[src/rtl/q2_pkg.sv]
// Shared op encodings, FSM states and helpers for the q2 bit-serial executor.
package q2_pkg;

  typedef enum logic [2:0] {
    OpLoad = 3'b000,
    OpAdd  = 3'b001,
    OpAdc  = 3'b010,
    OpNor  = 3'b011,
    OpShr  = 3'b100,
    OpShl  = 3'b101,
    OpNop  = 3'b110
  } op_e;

  typedef enum logic [1:0] {
    StIdle,
    StShift,
    StDone
  } state_e;

  // Ops whose final carry register value becomes the new link flag.
  function automatic logic op_updates_flag(op_e op);
    return (op == OpAdd) || (op == OpAdc) || (op == OpShr) || (op == OpShl);
  endfunction

endpackage

[src/rtl/q2_serial_bit.sv]
// Per-bit combine logic for the serial datapath plus the one-bit carry register.
module q2_serial_bit
  import q2_pkg::*;
(
  input  logic clk_i,
  input  logic rst_i,
  input  logic start_i,
  input  logic en_i,
  input  op_e  op_i,
  input  logic a_i,
  input  logic a_next_i,
  input  logic d_i,
  input  logic f_i,
  input  logic last_i,
  output logic res_o,
  output logic carry_next_o
);

  logic carry_q, carry_d, carry_init;

  always_comb begin
    res_o      = a_i;
    carry_d    = carry_q;
    carry_init = 1'b0;
    case (op_i)
      OpLoad: res_o = d_i;
      OpAdd, OpAdc: begin
        res_o      = a_i ^ d_i ^ carry_q;
        carry_d    = (a_i & d_i) | (carry_q & (a_i ^ d_i));
        carry_init = (op_i == OpAdc) ? f_i : 1'b0;
      end
      OpNor: res_o = ~(a_i | d_i);
      // Carry parks old A[0]; each result bit looks one position ahead, F fills the MSB.
      OpShr: begin
        res_o      = last_i ? f_i : a_next_i;
        carry_init = a_i;
      end
      // Carry delays A by one bit, seeded with F; ends holding old A[MSB].
      OpShl: begin
        res_o      = carry_q;
        carry_d    = a_i;
        carry_init = f_i;
      end
      default: res_o = a_i;
    endcase
    carry_next_o = carry_d;
  end

  always_ff @(posedge clk_i) begin
    if (rst_i) begin
      carry_q <= 1'b0;
    end else if (start_i) begin
      carry_q <= carry_init;
    end else if (en_i) begin
      carry_q <= carry_d;
    end
  end

endmodule

[src/rtl/q2_serial_exec.sv]
// Bit-serial accumulator executor: one result bit per SHIFT cycle, LSB first,
// with the result streamed into the accumulator MSB as it shifts right.
module q2_serial_exec
  import q2_pkg::*;
#(
  parameter int unsigned WIDTH = 12
) (
  input  logic             clk,
  input  logic             rst,
  input  logic             start,
  input  logic [2:0]       op,
  input  logic [WIDTH-1:0] operand,
  output logic             busy,
  output logic             done,
  output logic [WIDTH-1:0] acc,
  output logic             flag,
  output logic             zero
);

  localparam int unsigned CntW = $clog2(WIDTH + 1);
  localparam logic [CntW-1:0] LastCnt = CntW'(WIDTH - 1);

  state_e           state_q, state_d;
  op_e              op_q, op_d, cur_op;
  logic [WIDTH-1:0] acc_q, acc_d;
  logic [WIDTH-1:0] opnd_q, opnd_d;
  logic [CntW-1:0]  cnt_q, cnt_d;
  logic             flag_q, flag_d;
  logic             accept, shift_en, last, res, carry_next;

  assign accept   = (state_q == StIdle) && start;
  assign shift_en = (state_q == StShift);
  assign last     = shift_en && (cnt_q == LastCnt);
  // The bit slice needs the incoming op to seed its carry in the accept cycle.
  assign cur_op   = accept ? op_e'(op) : op_q;

  q2_serial_bit u_bit (
    .clk_i        (clk),
    .rst_i        (rst),
    .start_i      (accept),
    .en_i         (shift_en),
    .op_i         (cur_op),
    .a_i          (acc_q[0]),
    .a_next_i     (acc_q[1]),
    .d_i          (opnd_q[0]),
    .f_i          (flag_q),
    .last_i       (last),
    .res_o        (res),
    .carry_next_o (carry_next)
  );

  always_comb begin
    state_d = state_q;
    op_d    = op_q;
    acc_d   = acc_q;
    opnd_d  = opnd_q;
    cnt_d   = cnt_q;
    flag_d  = flag_q;
    unique case (state_q)
      StIdle: begin
        if (start) begin
          state_d = StShift;
          op_d    = op_e'(op);
          opnd_d  = operand;
          cnt_d   = '0;
        end
      end
      StShift: begin
        acc_d  = {res, acc_q[WIDTH-1:1]};
        opnd_d = opnd_q >> 1;
        if (cnt_q == LastCnt) begin
          state_d = StDone;
          if (op_updates_flag(op_q)) begin
            flag_d = carry_next;
          end
        end else begin
          cnt_d = cnt_q + CntW'(1);
        end
      end
      StDone:  state_d = StIdle;
      default: state_d = StIdle;
    endcase
  end

  always_ff @(posedge clk) begin
    if (rst) begin
      state_q <= StIdle;
      op_q    <= OpNop;
      acc_q   <= '0;
      opnd_q  <= '0;
      cnt_q   <= '0;
      flag_q  <= 1'b0;
    end else begin
      state_q <= state_d;
      op_q    <= op_d;
      acc_q   <= acc_d;
      opnd_q  <= opnd_d;
      cnt_q   <= cnt_d;
      flag_q  <= flag_d;
    end
  end

  assign busy = (state_q == StShift);
  assign done = (state_q == StDone);
  assign acc  = acc_q;
  assign flag = flag_q;
  assign zero = (acc_q == '0);

endmodule

[config.mk]
export PLATFORM = sky130hd
export DESIGN_NAME = q2_serial_exec
export DESIGN_NICKNAME = d
export VERILOG_FILES = /design/src/rtl/q2_pkg.sv /design/src/rtl/q2_serial_bit.sv /design/src/rtl/q2_serial_exec.sv
export SDC_FILE = /design/constraint.sdc
export NUM_CORES = 1
export LEC_CHECK = 0
export CAP_MARGIN = 30
export CELL_PAD_IN_SITES_DETAIL_PLACEMENT = 1
export CELL_PAD_IN_SITES_GLOBAL_PLACEMENT = 1
export CORE_MARGIN = 4
export CORE_UTILIZATION = 30
export CTS_BUF_LIST = sky130_fd_sc_hd__clkbuf_16
export DETAILED_ROUTE_END_ITERATION = 12
export PLACE_DENSITY = 0.67
export SETUP_SLACK_MARGIN = 0.4
export SYNTH_ARGS = -nofsm -noshare
export SYNTH_HDL_FRONTEND = slang
export SYNTH_SLANG_ARGS = --single-unit
[constraint.sdc]
create_clock -name clk -period 3.6 [get_ports clk]
set_clock_uncertainty 0.15 [all_clocks]
set_input_delay 0.72 -clock clk [delete_from_list [all_inputs] [get_ports clk]]
set_output_delay 0.72 -clock clk [all_outputs]
set_load 0.005 [all_outputs]
==> results.toml <==
[clock_tree]
cts_max_path_buffers = 2
cts_tree = "built"
htreeDepth = 2
cts_root_buffer = "clkbuf_16"
clock_latency_ns = 0.28
cts.sink_count = 35
cts.clk_slew.worst_paths_ns = 0.05
cts_hold_buf = 0
numCtsBuffers = 5
post_cts.repair.setup_buffers = 0
cts_resized = 0

[sta]
tightest_slew_ns = 0.5475
slew_headroom_pct = 63.39
fmax_ghz = 0.3561
setup_violations = 0
drv_slew = 0
tns_ns = 0
min_period_over_period_pct = 78.01
hold_slack_ns = 0.3283
rsz0062_at_grt = "false"
min_period_ns = 2.809
final-hold-violation-count = 0

[pwr]
powerDensity_nw_per_um2 = 426.7
power_leakage_nw = 0.7969
ir_worst_vdd_uv = 181.8

[place]
io_buffers = 33
dpl.hpwl_mm = 3.087
gp_congestion = 0.8107

[critical_path]
cp_slowest_stage_delay_ns = 0.53
cp.arrival_ns = 2.79
crit_slowest_cell = "or4b_1"
critical_path.max_fanout = 20
cp-start-kind = "input pin"
crit_family = "simple AND/OR/NAND/NOR gates"
worstSetupPathType = "input pin to flop"
cp.required_ns = 3.59
crit_buf_inv = 2
cp_cell_sequence = "clkdlybuf4s50_1, or3b_1, buf_4, mux2i_1, or4b_1, o211ai_2, o22ai_1"
end_kind = "flop"

[floorplan]
die_area_sq_um = 7074
rows = 27
initial_core_util_pct = 31.18
die_y_um = 84.11
fp.coreArea_sq_um = 5574
fp.dieW_um = 84.11
ios = 34

[finish]
fill_cells = 674
postLayoutCoreUtil_pct = 40.25
final_common_cell = "nand2_1"
diodes = 0
nets = 259
final_cell_mix = "nand2_1 (48), dfxtp_1 (35), clkdlybuf4s50_1 (33)"
area_delta_synth_final_pct = 29.09
drive_above_1_share_pct = 6.695

[detailed_routing]
firstDrtPassIters = 4
viasPerCell = 5.084
detail_route.wl_per_cell_um = 14.33
postRouteWirelength_mm = 4.458
ant_nets = 0
drt_first_iter_violations = 81
drc = 0
vias = 1581

[global_routing]
grt_max_degree = 38
track_usage_pct = 13.37
antenna_found_initial = 0
grt_pass1_vias = 1519
grt_overflow_total = 0
grt_pass1_wl_mm = 7.631

[synthesis]
synth_area_sq_um = 1738
seq_area_frac_synth_pct = 40.32
async_reset_ff_share_pct = 0
postSynthAreaPerCell_sq_um = 8.198
synth_nets = 233
synth_top_flop_cell = "dfxtp_1"
yosysWarnings = 0
ys_ff_latch = 35
synth_edf_count = 0
syn_inst = 212
synthDistinctLibCells = 44

[run]
drv_cap = 0

[status]
status = "complete, no violations"

[worst_hold_path]
hold_path_class = "flop to flop"
## worst register-to-register path, delay by kind of cell (launching register included)
kind	cells	cell delay, ns
multiplexers	1	0.15
AO/OA/AOI/OAI	2	0.19
buffers and inverters	1	0.26
AND/OR/NAND/NOR	2	1.02
flip-flops	1	0.35
## area by class of cell
type                            count  area (sq um)  share of cell area [%]
Multi-Input combinational cell    155         937.1                   41.77
Inverter                            3         11.26                  0.5020
Sequential cell                    35         700.7                   31.23
Tap cell                           72         90.09                   4.016
Clock inverter                      3         11.26                  0.5020
Timing Repair Buffer               38         367.9                   16.40
Clock buffer                        5         125.1                   5.577
## kinds of logic after synthesis
kind of cell | after synthesis | synth area share, %
AO/OA/AOI/OAI | 41 | 16.56
XOR/XNOR | 4 | 2.016
adder cells (fa/ha/maj) | 3 | 2.592
buffers and inverters | 22 | 6.047
flip-flops | 35 | 40.32
multiplexers | 6 | 4.896
AND/OR/NAND/NOR | 101 | 27.57
## routing by layer
| metal | GRT usage, % | wire [um] | up-vias |
|---|---|---|---|
| met1 | 18.14 | 2285 | 764 |
| met4 | 5.702 | 73 | 0 |
| met2 | 20.37 | 1970 | 21 |
| met5 | 0 | 0 | - |
| met3 | 2.962 | 129 | 5 |
| li1 | - | - | 791 |
## final timing paths
| path | from | cells past startpoint | end | slack (ns) |
|---|---|---|---|---|
| worst max-delay path | start | 7 | u_bit.carry_q | 0.79 |
| worst max register to register | state_q[0] | 6 | u_bit.carry_q | 1.34 |
| worst min register to register | opnd_q[11] | 2 | opnd_q[11] | 0.33 |
| worst min-delay path | opnd_q[11] | 2 | opnd_q[11] | 0.33 |
## per-stage QoR
step / total power [mW] / instances / instance area [sq um] / setup WS [ns]
2_1_floorplan: 0.5173 / 212 / 1738 / 1.255
3_3_place_gp: 0.5655 / 303 / 2107 / 0.5159
3_5_place_dp: 0.5676 / 303 / 2107 / 0.5126
4_1_cts: 0.9702 / 311 / 2243 / 0.7906
5_1_grt: 1.006 / 311 / 2243 / 0.7009
6_report: 0.9574 / 311 / 2243 / 0.7915
## cells in the mapped netlist (2+ instances only)
| cell type | number | area (sq um) |
|---|---|---|
| o31ai_1 | 2 | 15.01 |
| buf_1 | 2 | 7.510 |
| ha_1 | 2 | 25.02 |
| nor3b_1 | 2 | 15.01 |
| nor2_1 | 18 | 67.56 |
| nor4_1 | 3 | 18.77 |
| o21ai_0 | 3 | 15.01 |
| xnor2_1 | 3 | 26.28 |
| nor2b_1 | 3 | 18.77 |
| clkbuf_1 | 13 | 48.80 |
| nand3_1 | 4 | 20.02 |
| inv_1 | 2 | 7.510 |
| nand3b_1 | 3 | 22.52 |
| dfxtp_1 | 35 | 700.7 |
| nand2_1 | 48 | 180.2 |
| nor3_1 | 7 | 35.03 |
| a31oi_1 | 2 | 12.51 |
| mux2i_1 | 4 | 40.04 |
| buf_4 | 2 | 15.01 |
| nand2b_1 | 4 | 25.02 |
| buf_6 | 2 | 22.52 |
| a311oi_1 | 11 | 96.34 |
| mux2i_4 | 2 | 45.04 |
| a21oi_1 | 15 | 75.07 |
## registers in the layout, summed over array words and instances (netlist names)
signal and count:
acc 12, opnd_q 12, op_q 3, u_bit.carry_q 1, cnt_q 4, state_q 2
flag 1
## report_power, final
group,switching [mW],internal (mW)
Clock,0.151,0.249
Sequential,0.0163,0.407
Combinational,0.0712,0.0633
Power figures use the tool's default switching activity.
